===== config.mk =====
export PLATFORM = sky130hd
export DESIGN_NAME = pipe_hazard_ctrl_flat
export DESIGN_NICKNAME = d
export VERILOG_FILES = /design/src/rtl/pipe_hazard_ctrl_pkg.sv /design/src/rtl/pipe_hazard_ctrl_if.sv /design/src/rtl/pipe_hazard_ctrl_lu_hazard_detect.sv /design/src/rtl/pipe_hazard_ctrl.sv /design/src/flat_wrapper.sv
export SDC_FILE = /design/constraint.sdc
export NUM_CORES = 1
export LEC_CHECK = 0
export ABC_AREA = 1
export BUFFER_PORTS_ARGS = -buffer_cell sky130_fd_sc_hd__buf_2
export CAP_MARGIN = 20
export CORE_UTILIZATION = 36
export DETAILED_ROUTE_END_ITERATION = 7
export PLACE_DENSITY = 0.77
export SYNTH_ARGS = -nofsm -noshare
export SYNTH_HDL_FRONTEND = slang
export SYNTH_SLANG_ARGS = --single-unit

===== constraint.sdc =====
create_clock -name clk -period 1.3 [get_ports clk]
set_clock_uncertainty 0.15 [all_clocks]
set_input_delay 0.13 -clock clk [delete_from_list [all_inputs] [get_ports clk]]
set_output_delay 0.13 -clock clk [all_outputs]
set_load 0.01 [all_outputs]

===== src/rtl/pipe_hazard_ctrl_pkg.sv =====
// Shared types and constants for the pipeline hazard sequencer: FSM states,
// the control-output bundle with its canonical values, and ID decode helpers.
package pipe_ctrl_pkg;

  typedef enum logic [1:0] {
    INIT     = 2'd0,
    RUN      = 2'd1,
    LU_STALL = 2'd2
  } state_t;

  localparam logic [4:0] REG_ZERO = 5'd0;
  localparam int         CNT_W    = 3;

  localparam logic [5:0] RTYPE = 6'h00;
  localparam logic [5:0] LW    = 6'h23;
  localparam logic [5:0] SW    = 6'h2B;
  localparam logic [5:0] BEQ   = 6'h04;
  localparam logic [5:0] BNE   = 6'h05;
  localparam logic [5:0] J     = 6'h02;

  typedef struct packed {
    logic pc_write;
    logic ifid_write;
    logic ifid_flush;
    logic idex_write;
    logic idex_bubble;
    logic exmem_write;
  } ctrl_t;

  // Field order: pc_write, ifid_write, ifid_flush, idex_write, idex_bubble, exmem_write
  localparam ctrl_t CTRL_INIT   = ctrl_t'(6'b011111);
  localparam ctrl_t CTRL_RUN    = ctrl_t'(6'b110101);
  localparam ctrl_t CTRL_FREEZE = ctrl_t'(6'b000000);
  localparam ctrl_t CTRL_FLUSH  = ctrl_t'(6'b111111);
  localparam ctrl_t CTRL_STALL  = ctrl_t'(6'b000111);
  localparam ctrl_t CTRL_JUMP   = ctrl_t'(6'b111101);

  // Decode feeding id_uses_rt: R-type, branches and stores read rt.
  function automatic logic op_uses_rt(input logic [5:0] op);
    return (op == RTYPE) || (op == BEQ) || (op == BNE) || (op == SW);
  endfunction

endpackage


===== src/rtl/pipe_hazard_ctrl_if.sv =====
// Hazard-sequencer bundle: ID/EX hazard inputs from the datapath, stage
// enables back to it. Pure level signals sampled every cycle, no handshake.
interface pipe_hazard_ctrl_if;
  import pipe_ctrl_pkg::*;

  logic [4:0]  id_rs;
  logic [4:0]  id_rt;
  logic        id_uses_rt;
  logic        id_jump;
  logic [4:0]  ex_rt;
  logic        ex_memread;
  logic        ex_branch_taken;
  logic        mem_busy;

  logic        pc_write;
  logic        ifid_write;
  logic        ifid_flush;
  logic        idex_write;
  logic        idex_bubble;
  logic        exmem_write;
  logic [31:0] stall_cnt;
  logic [31:0] flush_cnt;
  state_t      dbg_state;

  modport master (
    output id_rs, id_rt, id_uses_rt, id_jump, ex_rt, ex_memread,
           ex_branch_taken, mem_busy,
    input  pc_write, ifid_write, ifid_flush, idex_write, idex_bubble,
           exmem_write, stall_cnt, flush_cnt, dbg_state
  );

  modport slave (
    input  id_rs, id_rt, id_uses_rt, id_jump, ex_rt, ex_memread,
           ex_branch_taken, mem_busy,
    output pc_write, ifid_write, ifid_flush, idex_write, idex_bubble,
           exmem_write, stall_cnt, flush_cnt, dbg_state
  );

endinterface


===== src/rtl/pipe_hazard_ctrl_lu_hazard_detect.sv =====
// Combinational load-use compare between the load in EX and the operands
// read by the instruction in ID. Writes to $0 never create a dependency.
module lu_hazard_detect
  import pipe_ctrl_pkg::*;
(
  input  logic [4:0] i_id_rs,
  input  logic [4:0] i_id_rt,
  input  logic       i_id_uses_rt,
  input  logic [4:0] i_ex_rt,
  input  logic       i_ex_memread,
  output logic       o_lu_hazard
);

  assign o_lu_hazard = i_ex_memread && (i_ex_rt != REG_ZERO) &&
                       ((i_ex_rt == i_id_rs) || (i_id_uses_rt && (i_ex_rt == i_id_rt)));

endmodule


===== src/rtl/pipe_hazard_ctrl.sv =====
// Pipeline register sequencer: INIT scrub, load-use bubbles, branch/jump flushes
// and memory-busy freeze. Optional statistics counters under `HAZARD_STATS_EN.
module pipe_hazard_ctrl
  import pipe_ctrl_pkg::*;
#(
  parameter int LU_STALLS   = 1,
  parameter int INIT_CYCLES = 3
) (
  input  logic clk,
  input  logic reset,
  pipe_hazard_ctrl_if.slave hz
);

  localparam logic [CNT_W-1:0] INIT_LAST = CNT_W'(INIT_CYCLES - 1);
  localparam logic [CNT_W-1:0] LU_LOAD   = CNT_W'(LU_STALLS - 1);

  state_t           r_state;
  logic [CNT_W-1:0] r_cnt;
  state_t           w_next_state;
  logic [CNT_W-1:0] w_next_cnt;
  ctrl_t            w_ctrl;
  logic             w_lu_hazard;

  lu_hazard_detect u_lu_hazard_detect (
    .i_id_rs      (hz.id_rs),
    .i_id_rt      (hz.id_rt),
    .i_id_uses_rt (hz.id_uses_rt),
    .i_ex_rt      (hz.ex_rt),
    .i_ex_memread (hz.ex_memread),
    .o_lu_hazard  (w_lu_hazard)
  );

  // Reset forces INIT outputs combinationally so NOPs flow even before the first edge.
  always_comb begin
    w_ctrl       = CTRL_RUN;
    w_next_state = r_state;
    w_next_cnt   = r_cnt;
    if (reset) begin
      w_ctrl       = CTRL_INIT;
      w_next_state = INIT;
      w_next_cnt   = '0;
    end else begin
      case (r_state)
        INIT: begin
          w_ctrl = CTRL_INIT;
          if (!hz.mem_busy) begin
            if (r_cnt == INIT_LAST) begin
              w_next_state = RUN;
              w_next_cnt   = '0;
            end else begin
              w_next_cnt = r_cnt + 1'b1;
            end
          end
        end
        RUN: begin
          if (hz.mem_busy) begin
            w_ctrl = CTRL_FREEZE;
          end else if (hz.ex_branch_taken) begin
            w_ctrl = CTRL_FLUSH;
          end else if (w_lu_hazard) begin
            w_ctrl = CTRL_STALL;
            if (LU_STALLS > 1) begin
              w_next_state = LU_STALL;
              w_next_cnt   = LU_LOAD;
            end
          end else if (hz.id_jump) begin
            w_ctrl = CTRL_JUMP;
          end
        end
        LU_STALL: begin
          if (hz.mem_busy) begin
            w_ctrl = CTRL_FREEZE;
          end else if (hz.ex_branch_taken) begin
            w_ctrl       = CTRL_FLUSH;
            w_next_state = RUN;
            w_next_cnt   = '0;
          end else begin
            w_ctrl = CTRL_STALL;
            if (r_cnt == CNT_W'(1)) begin
              w_next_state = RUN;
              w_next_cnt   = '0;
            end else begin
              w_next_cnt = r_cnt - 1'b1;
            end
          end
        end
        default: begin
          w_ctrl       = CTRL_INIT;
          w_next_state = INIT;
          w_next_cnt   = '0;
        end
      endcase
    end
  end

  always_ff @(posedge clk) begin
    if (reset) begin
      r_state <= INIT;
      r_cnt   <= '0;
    end else begin
      r_state <= w_next_state;
      r_cnt   <= w_next_cnt;
    end
  end

  assign hz.pc_write    = w_ctrl.pc_write;
  assign hz.ifid_write  = w_ctrl.ifid_write;
  assign hz.ifid_flush  = w_ctrl.ifid_flush;
  assign hz.idex_write  = w_ctrl.idex_write;
  assign hz.idex_bubble = w_ctrl.idex_bubble;
  assign hz.exmem_write = w_ctrl.exmem_write;
  assign hz.dbg_state   = r_state;

`ifdef HAZARD_STATS_EN
  logic [31:0] r_stall_cnt;
  logic [31:0] r_flush_cnt;
  logic        w_stall_ev;
  logic        w_flush_ev;

  // Stall pattern only arises from load-use; pc_write with flush only from branch/jump.
  assign w_stall_ev = (w_ctrl == CTRL_STALL);
  assign w_flush_ev = w_ctrl.pc_write && w_ctrl.ifid_flush;

  always_ff @(posedge clk) begin
    if (reset) begin
      r_stall_cnt <= '0;
      r_flush_cnt <= '0;
    end else begin
      if (w_stall_ev && (r_stall_cnt != 32'hFFFF_FFFF)) r_stall_cnt <= r_stall_cnt + 32'd1;
      if (w_flush_ev && (r_flush_cnt != 32'hFFFF_FFFF)) r_flush_cnt <= r_flush_cnt + 32'd1;
    end
  end

  assign hz.stall_cnt = r_stall_cnt;
  assign hz.flush_cnt = r_flush_cnt;
`else
  assign hz.stall_cnt = 32'd0;
  assign hz.flush_cnt = 32'd0;
`endif

endmodule


===== src/flat_wrapper.sv =====
// flat-port wrapper written by rule: the top's interface ports become plain ports
module pipe_hazard_ctrl_flat import pipe_ctrl_pkg::*;
#(
  parameter int LU_STALLS   = 1,
  parameter int INIT_CYCLES = 3
)
  (clk, reset, hz_id_rs, hz_id_rt, hz_id_uses_rt, hz_id_jump, hz_ex_rt, hz_ex_memread, hz_ex_branch_taken, hz_mem_busy, hz_pc_write, hz_ifid_write, hz_ifid_flush, hz_idex_write, hz_idex_bubble, hz_exmem_write, hz_stall_cnt, hz_flush_cnt, hz_dbg_state);
  pipe_hazard_ctrl_if hz_i ();
  input  logic clk;
  input  logic reset;
  input wire logic [$bits(hz_i.id_rs)-1:0] hz_id_rs;
  input wire logic [$bits(hz_i.id_rt)-1:0] hz_id_rt;
  input wire logic [$bits(hz_i.id_uses_rt)-1:0] hz_id_uses_rt;
  input wire logic [$bits(hz_i.id_jump)-1:0] hz_id_jump;
  input wire logic [$bits(hz_i.ex_rt)-1:0] hz_ex_rt;
  input wire logic [$bits(hz_i.ex_memread)-1:0] hz_ex_memread;
  input wire logic [$bits(hz_i.ex_branch_taken)-1:0] hz_ex_branch_taken;
  input wire logic [$bits(hz_i.mem_busy)-1:0] hz_mem_busy;
  output wire logic [$bits(hz_i.pc_write)-1:0] hz_pc_write;
  output wire logic [$bits(hz_i.ifid_write)-1:0] hz_ifid_write;
  output wire logic [$bits(hz_i.ifid_flush)-1:0] hz_ifid_flush;
  output wire logic [$bits(hz_i.idex_write)-1:0] hz_idex_write;
  output wire logic [$bits(hz_i.idex_bubble)-1:0] hz_idex_bubble;
  output wire logic [$bits(hz_i.exmem_write)-1:0] hz_exmem_write;
  output wire logic [$bits(hz_i.stall_cnt)-1:0] hz_stall_cnt;
  output wire logic [$bits(hz_i.flush_cnt)-1:0] hz_flush_cnt;
  output wire logic [$bits(hz_i.dbg_state)-1:0] hz_dbg_state;
  assign hz_i.id_rs = hz_id_rs;
  assign hz_i.id_rt = hz_id_rt;
  assign hz_i.id_uses_rt = hz_id_uses_rt;
  assign hz_i.id_jump = hz_id_jump;
  assign hz_i.ex_rt = hz_ex_rt;
  assign hz_i.ex_memread = hz_ex_memread;
  assign hz_i.ex_branch_taken = hz_ex_branch_taken;
  assign hz_i.mem_busy = hz_mem_busy;
  assign hz_pc_write = hz_i.pc_write;
  assign hz_ifid_write = hz_i.ifid_write;
  assign hz_ifid_flush = hz_i.ifid_flush;
  assign hz_idex_write = hz_i.idex_write;
  assign hz_idex_bubble = hz_i.idex_bubble;
  assign hz_exmem_write = hz_i.exmem_write;
  assign hz_stall_cnt = hz_i.stall_cnt;
  assign hz_flush_cnt = hz_i.flush_cnt;
  assign hz_dbg_state = hz_i.dbg_state;
  pipe_hazard_ctrl #(.LU_STALLS(LU_STALLS), .INIT_CYCLES(INIT_CYCLES)) u_core (.clk(clk), .reset(reset), .hz(hz_i));
endmodule

==> impl_metrics.json, run 1 <==
{
  "outcome": "finished with violations",
  "violations": "negative setup slack",
  "cellPowerDensity_nw_per_um2": 529,
  "coreArea_um2": 2480,
  "hp-class": "in -> reg",
  "path_class": "reg -> out",
  "grt_max_degree": 5,
  "clk_pin_slew_ps": 40,
  "hold_violations": 0,
  "avgSynthCellArea_um2": 6.00,
  "fp.dieW_um": 53.2,
  "drt_first_iter_violations": 6,
  "finalCriticalPeriod_ps": 1360,
  "maxCapViolations": 0,
  "dr.pass1.iters": 4,
  "fmax_mhz": 735,
  "n_antenna_cell": 0,
  "final_nets": 214,
  "total_leakage_power_uw": 0.000644,
  "period_share_pct": 105,
  "async_flop_share_pct": 0,
  "synth_top_area_share_pct": 52.6,
  "cts_buffer_depth": 2,
  "io_buffers": 28,
  "gp_routability_congestion": 0.745,
  "grt_pass1_wl_um": 2000,
  "cts_tree": "built",
  "ys_warn_count": 0,
  "setup_viol": 4,
  "num_vias": 782,
  "cts_num_sinks": 4,
  "place_area_um2": 872,
  "ios": 94,
  "final_cell_mix": "conb_1 (65), nand2_1 (29), buf_2 (20)",
  "rows": 18,
  "n_fill_cell": 268,
  "cts_buffers": 3,
  "routedWlPerCell_um": 6.35,
  "cts_root_buffer": "clkbuf_4",
  "preCtsSetupSlack_ps": -52.6,
  "postLayoutCoreUtil_pct": 40.7,
  "grt_usage_pct": 9.32,
  "insertion_delay_ps": 230,
  "totalWireLength_um": 1400,
  "drv_slew": 0,
  "cp_max_fo": 4,
  "synth_seq_cells": 4,
  "die_height_um": 53.2,
  "total_power_uw": 534,
  "dp_hpwl_um": 1200,
  "timing.hold.ws_ps": 74.7,
  "synth.area.top_cells": "buf_4 (53%), nand2_1 (13%), inv_1 (8.8%)",
  "cp-start-kind": "flip-flop",
  "fin_ws_ps": -59.8,
  "rsz0062_at_grt": "true",
  "synth-main-ff-cell": "dfxtp_1",
  "grt_pass1_vias": 546,
  "final_cell_area_um2": 1010,
  "cp.required_ps": 1020,
  "start_util_pct": 38.0,
  "ant_nets": 0,
  "ctsHtreeMaxLevel": 1,
  "grt_overflow_total": 0,
  "avgViaCountPerCell": 3.55,
  "synth_edf_count": 0,
  "syn-cell-area_um2": 942,
  "synth_top_area_cell": "buf_4",
  "worstPathArrival_ps": 1080,
  "synth.distinct_cells": 17,
  "netlist_instances": 157,
  "drive_above_1_share_pct": 27.4,
  "ys_seq_area_share_pct": 8.50,
  "area_growth_pct": 7.04,
  "die-area_um2": 2830,
  "crit_path_end_kind": "output port",
  "antenna_found_initial": 0,
  "vdd_ir_drop_max_v": 0.000268,
  "drc_errors": 0,
  "final_common_cell": "conb_1"
}
## worst paths after layout
kind	start	to	slack, ps	cells past startpoint
setup / recovery	u_core.hz.dbg_state[0]$_SDFFE_PP0P_	hz_ifid_flush	-60	5
hold / removal	hz_mem_busy	u_core.r_cnt[0]$_SDFFE_PP0P_	70	4
setup reg to reg	u_core.hz.dbg_state[0]$_SDFFE_PP0P_	u_core.r_cnt[2]$_SDFFE_PP0P_	40	8
hold reg to reg	u_core.r_cnt[1]$_SDFFE_PP0P_	u_core.r_cnt[1]$_SDFFE_PP0P_	340	2
## critical path, stage by stage (launching register included)
cell      delay, ps
dfxtp_2         330
inv_2            40
nor2_2          110
inv_2            80
o21bai_4        170
buf_6           120
## layout make-up
| cell class | instances | area (um^2) | share of cell area [%] |
|---|---|---|---|
| Multi-Input combinational cell | 128 | 553 | 54.8 |
| Timing Repair Buffer | 32 | 225 | 22.3 |
| Inverter | 23 | 88.8 | 8.81 |
| Sequential cell | 4 | 81.3 | 8.06 |
| Tap cell | 30 | 37.5 | 3.72 |
| Clock buffer | 3 | 22.5 | 2.23 |
## metrics by stage
stage                     instances  setup TNS (ps)
after floorplan                 221               0
after global placement          214           -89.1
after detailed placement        214           -84.7
after CTS                       220            -402
after global routing            220            -605
final                           220            -177
## metal layers
metal	wire length (um)	global-route usage (%)
met3	178	2.01
met5	0	0
met4	20	3.51
met2	704	18.4
met1	493	9.29
## what timing repair did
item                       in CTS  in global routing
setup endpoints to repair       6                  8
buffers inserted                1                  0
hold buffers                    2                  0
pin swaps                       4                 12
hold endpoints to repair        3                  0
gates resized for setup        10                 18
## sequential cells by signal, indices dropped and copies added, names as in the netlist
name / flops
u_core.r_cnt: 3
u_core.hz.dbg_state: 1
## synthesized netlist by cell type, types with 2 or more instances
cell	n
buf_4	66
dfxtp_1	4
inv_1	22
nand2_1	32
nand2_2	2
nand3_1	3
nor2_1	17
o21ai_0	2
## power breakdown
part / internal, uW / leakage (uW) / switching (uW) / total (uW)
combinational: 80.0 / 0.000597 / 163 / 243
clock: 103 / 0.0000138 / 50.6 / 154
sequential: 131 / 0.0000332 / 5.06 / 137
## logic make-up after synthesis
family	after synthesis	share of synthesized area, %
xor+xnor	1	0.930
compound gates	5	3.72
flops	4	8.50
simple gates	57	24.7
buf+inv	89	61.8
other cells	1	0.398
No activity file was read; power rests on OpenSTA's default activity.
==> inputs of run 2 (changes only) <==
--- a/config.mk
+++ b/config.mk
@@ -10,6 +10,7 @@
 export CAP_MARGIN = 20
 export CORE_UTILIZATION = 36
 export DETAILED_ROUTE_END_ITERATION = 7
+export HOLD_SLACK_MARGIN = 0.15
 export PLACE_DENSITY = 0.77
 export SYNTH_ARGS = -nofsm -noshare
 export SYNTH_HDL_FRONTEND = slang
==> impl_metrics.json, run 2 (synthesis gave the netlist of run 1 again) <==
{
  "hold_violations": 0,
  "regMostFlops": "u_core.r_cnt",
  "area_growth_pct": 5.98,
  "grt_pass1_wl_um": 1970,
  "ant_nets": 0,
  "dr.pass1.iters": 4,
  "cts_num_sinks": 4,
  "cp_max_fo": 4,
  "hold_buffers": 1,
  "io_buffers": 28,
  "num_vias": 764,
  "rows": 18,
  "die_height_um": 53.2,
  "crit_start": "u_core.hz.dbg_state[0]$_SDFFE_PP0P_",
  "total_leakage_power_uw": 0.000640,
  "insertion_delay_ps": 230,
  "dr.max_layer_used": "met3",
  "totalWireLength_um": 1330,
  "holdCritStartpoint": "hz_mem_busy",
  "violations": "negative setup slack",
  "worstPathArrival_ps": 1050,
  "timing.hold.ws_ps": 65.7,
  "final_cell_mix": "conb_1 (65), nand2_1 (29), buf_2 (20)",
  "drv_slew": 0,
  "ctsHtreeMaxLevel": 1,
  "antenna_found_initial": 0,
  "n_antenna_cell": 0,
  "avgViaCountPerCell": 3.49,
  "fp.dieW_um": 53.2,
  "vdd_ir_drop_max_v": 0.000266,
  "cp.required_ps": 1020,
  "die-area_um2": 2830,
  "met1_length_um": 495,
  "path_common_cell": "inv_2",
  "drive_above_1_share_pct": 27.5,
  "outcome": "finished with violations",
  "reg2reg_from": "u_core.hz.dbg_state[0]$_SDFFE_PP0P_",
  "maxCapViolations": 0,
  "route.met3.wl_um": 176,
  "path_class": "reg -> out",
  "hp-class": "in -> reg",
  "crit_chain": "inv_2 -> nor2_2 -> inv_2 -> o21bai_4 -> buf_6",
  "largest_reg_flops": 3,
  "dp_hpwl_um": 1200,
  "drt_first_iter_violations": 6,
  "grt_max_degree": 5,
  "coreArea_um2": 2480,
  "postLayoutCoreUtil_pct": 40.3,
  "final_nets": 213,
  "setup_viol": 4,
  "fin_ws_ps": -31.5,
  "cts_buffer_depth": 2,
  "fmax_mhz": 751,
  "cp-start-kind": "flip-flop",
  "ios": 94,
  "drc_errors": 0,
  "crit_path_end_kind": "output port",
  "clk_pin_slew_ps": 40,
  "period_share_pct": 102,
  "cts_root_buffer": "clkbuf_4",
  "wl_met2_um": 657,
  "grt_overflow_total": 0,
  "cts_tree": "built",
  "cpPeakStageDelay_ps": 330,
  "grt_usage_pct": 9.20,
  "cts_buffers": 3,
  "grt_pass1_vias": 537,
  "gp_routability_congestion": 0.745,
  "start_util_pct": 38.0,
  "final_common_cell": "conb_1",
  "crit_path_top_delay_cell": "dfxtp_2",
  "cellPowerDensity_nw_per_um2": 529,
  "routedWlPerCell_um": 6.06,
  "rsz0062_at_grt": "true",
  "finalCriticalPeriod_ps": 1330,
  "timing.setup.tns_ps": -64.3
}
==> run 2: cell types whose count changed in the layout (fill, tap and decap cells not counted) <==
cell and change:
dlygate4sd3_1 -1
==> run 2: final timing paths <==
path / end / slack [ps] / cells after the start
min reg2reg: u_core.r_cnt[1]$_SDFFE_PP0P_ / 340 / 2
min: u_core.r_cnt[0]$_SDFFE_PP0P_ / 70 / 4
max: hz_ifid_flush / -30 / 5
max reg2reg: u_core.r_cnt[2]$_SDFFE_PP0P_ / 50 / 8
==> run 2: critical path, delay by kind of cell, from the launching register on <==
family | cells | cell delay (ps)
buffers and inverters | 3 | 220
AND/OR/NAND/NOR | 1 | 100
AO/OA/AOI/OAI | 1 | 170
flip-flops | 1 | 330
==> run 2: metal layers <==
metal / up-vias / track usage [%]
li1: 400 / -
met4: 0 / 3.51
met3: 0 / 2.01
met2: 52 / 17.9
met1: 312 / 9.29
met5: - / 0
==> run 2: layout make-up <==
cell class                 count  area [um^2]
fill                         266         1480
multi-input combinational    128          553
timing repair buffer          31          215
inverter                      23         88.8
sequential                     4         81.3
tap                           30         37.5
clock buffer                   3         22.5
==> run 2: report_power, final <==
| part | total [uW] | switching (uW) | internal (uW) |
|---|---|---|---|
| registers | 136 | 4.82 | 132 |
| clock network | 152 | 49.0 | 103 |
| logic | 240 | 162 | 78.0 |
==> run 2: through the flow <==
step	setup slack, ps	instances	power (uW)	area, um^2
finish	-31.5	219	528	998
CTS	-99.2	219	518	948
detailed placement	-52.6	214	344	872
global placement	-52.3	214	342	872
floorplan	35.8	221	433	1180
global route	-92.2	219	583	998
==> run 2: what timing repair did <==
action                                 4_1_cts  5_1_grt
resized for setup                           10       18
endpoints found under the hold margin        4        2
pin swaps                                    4       12
setup buffers                                1        0
setup endpoints to repair                    6        8
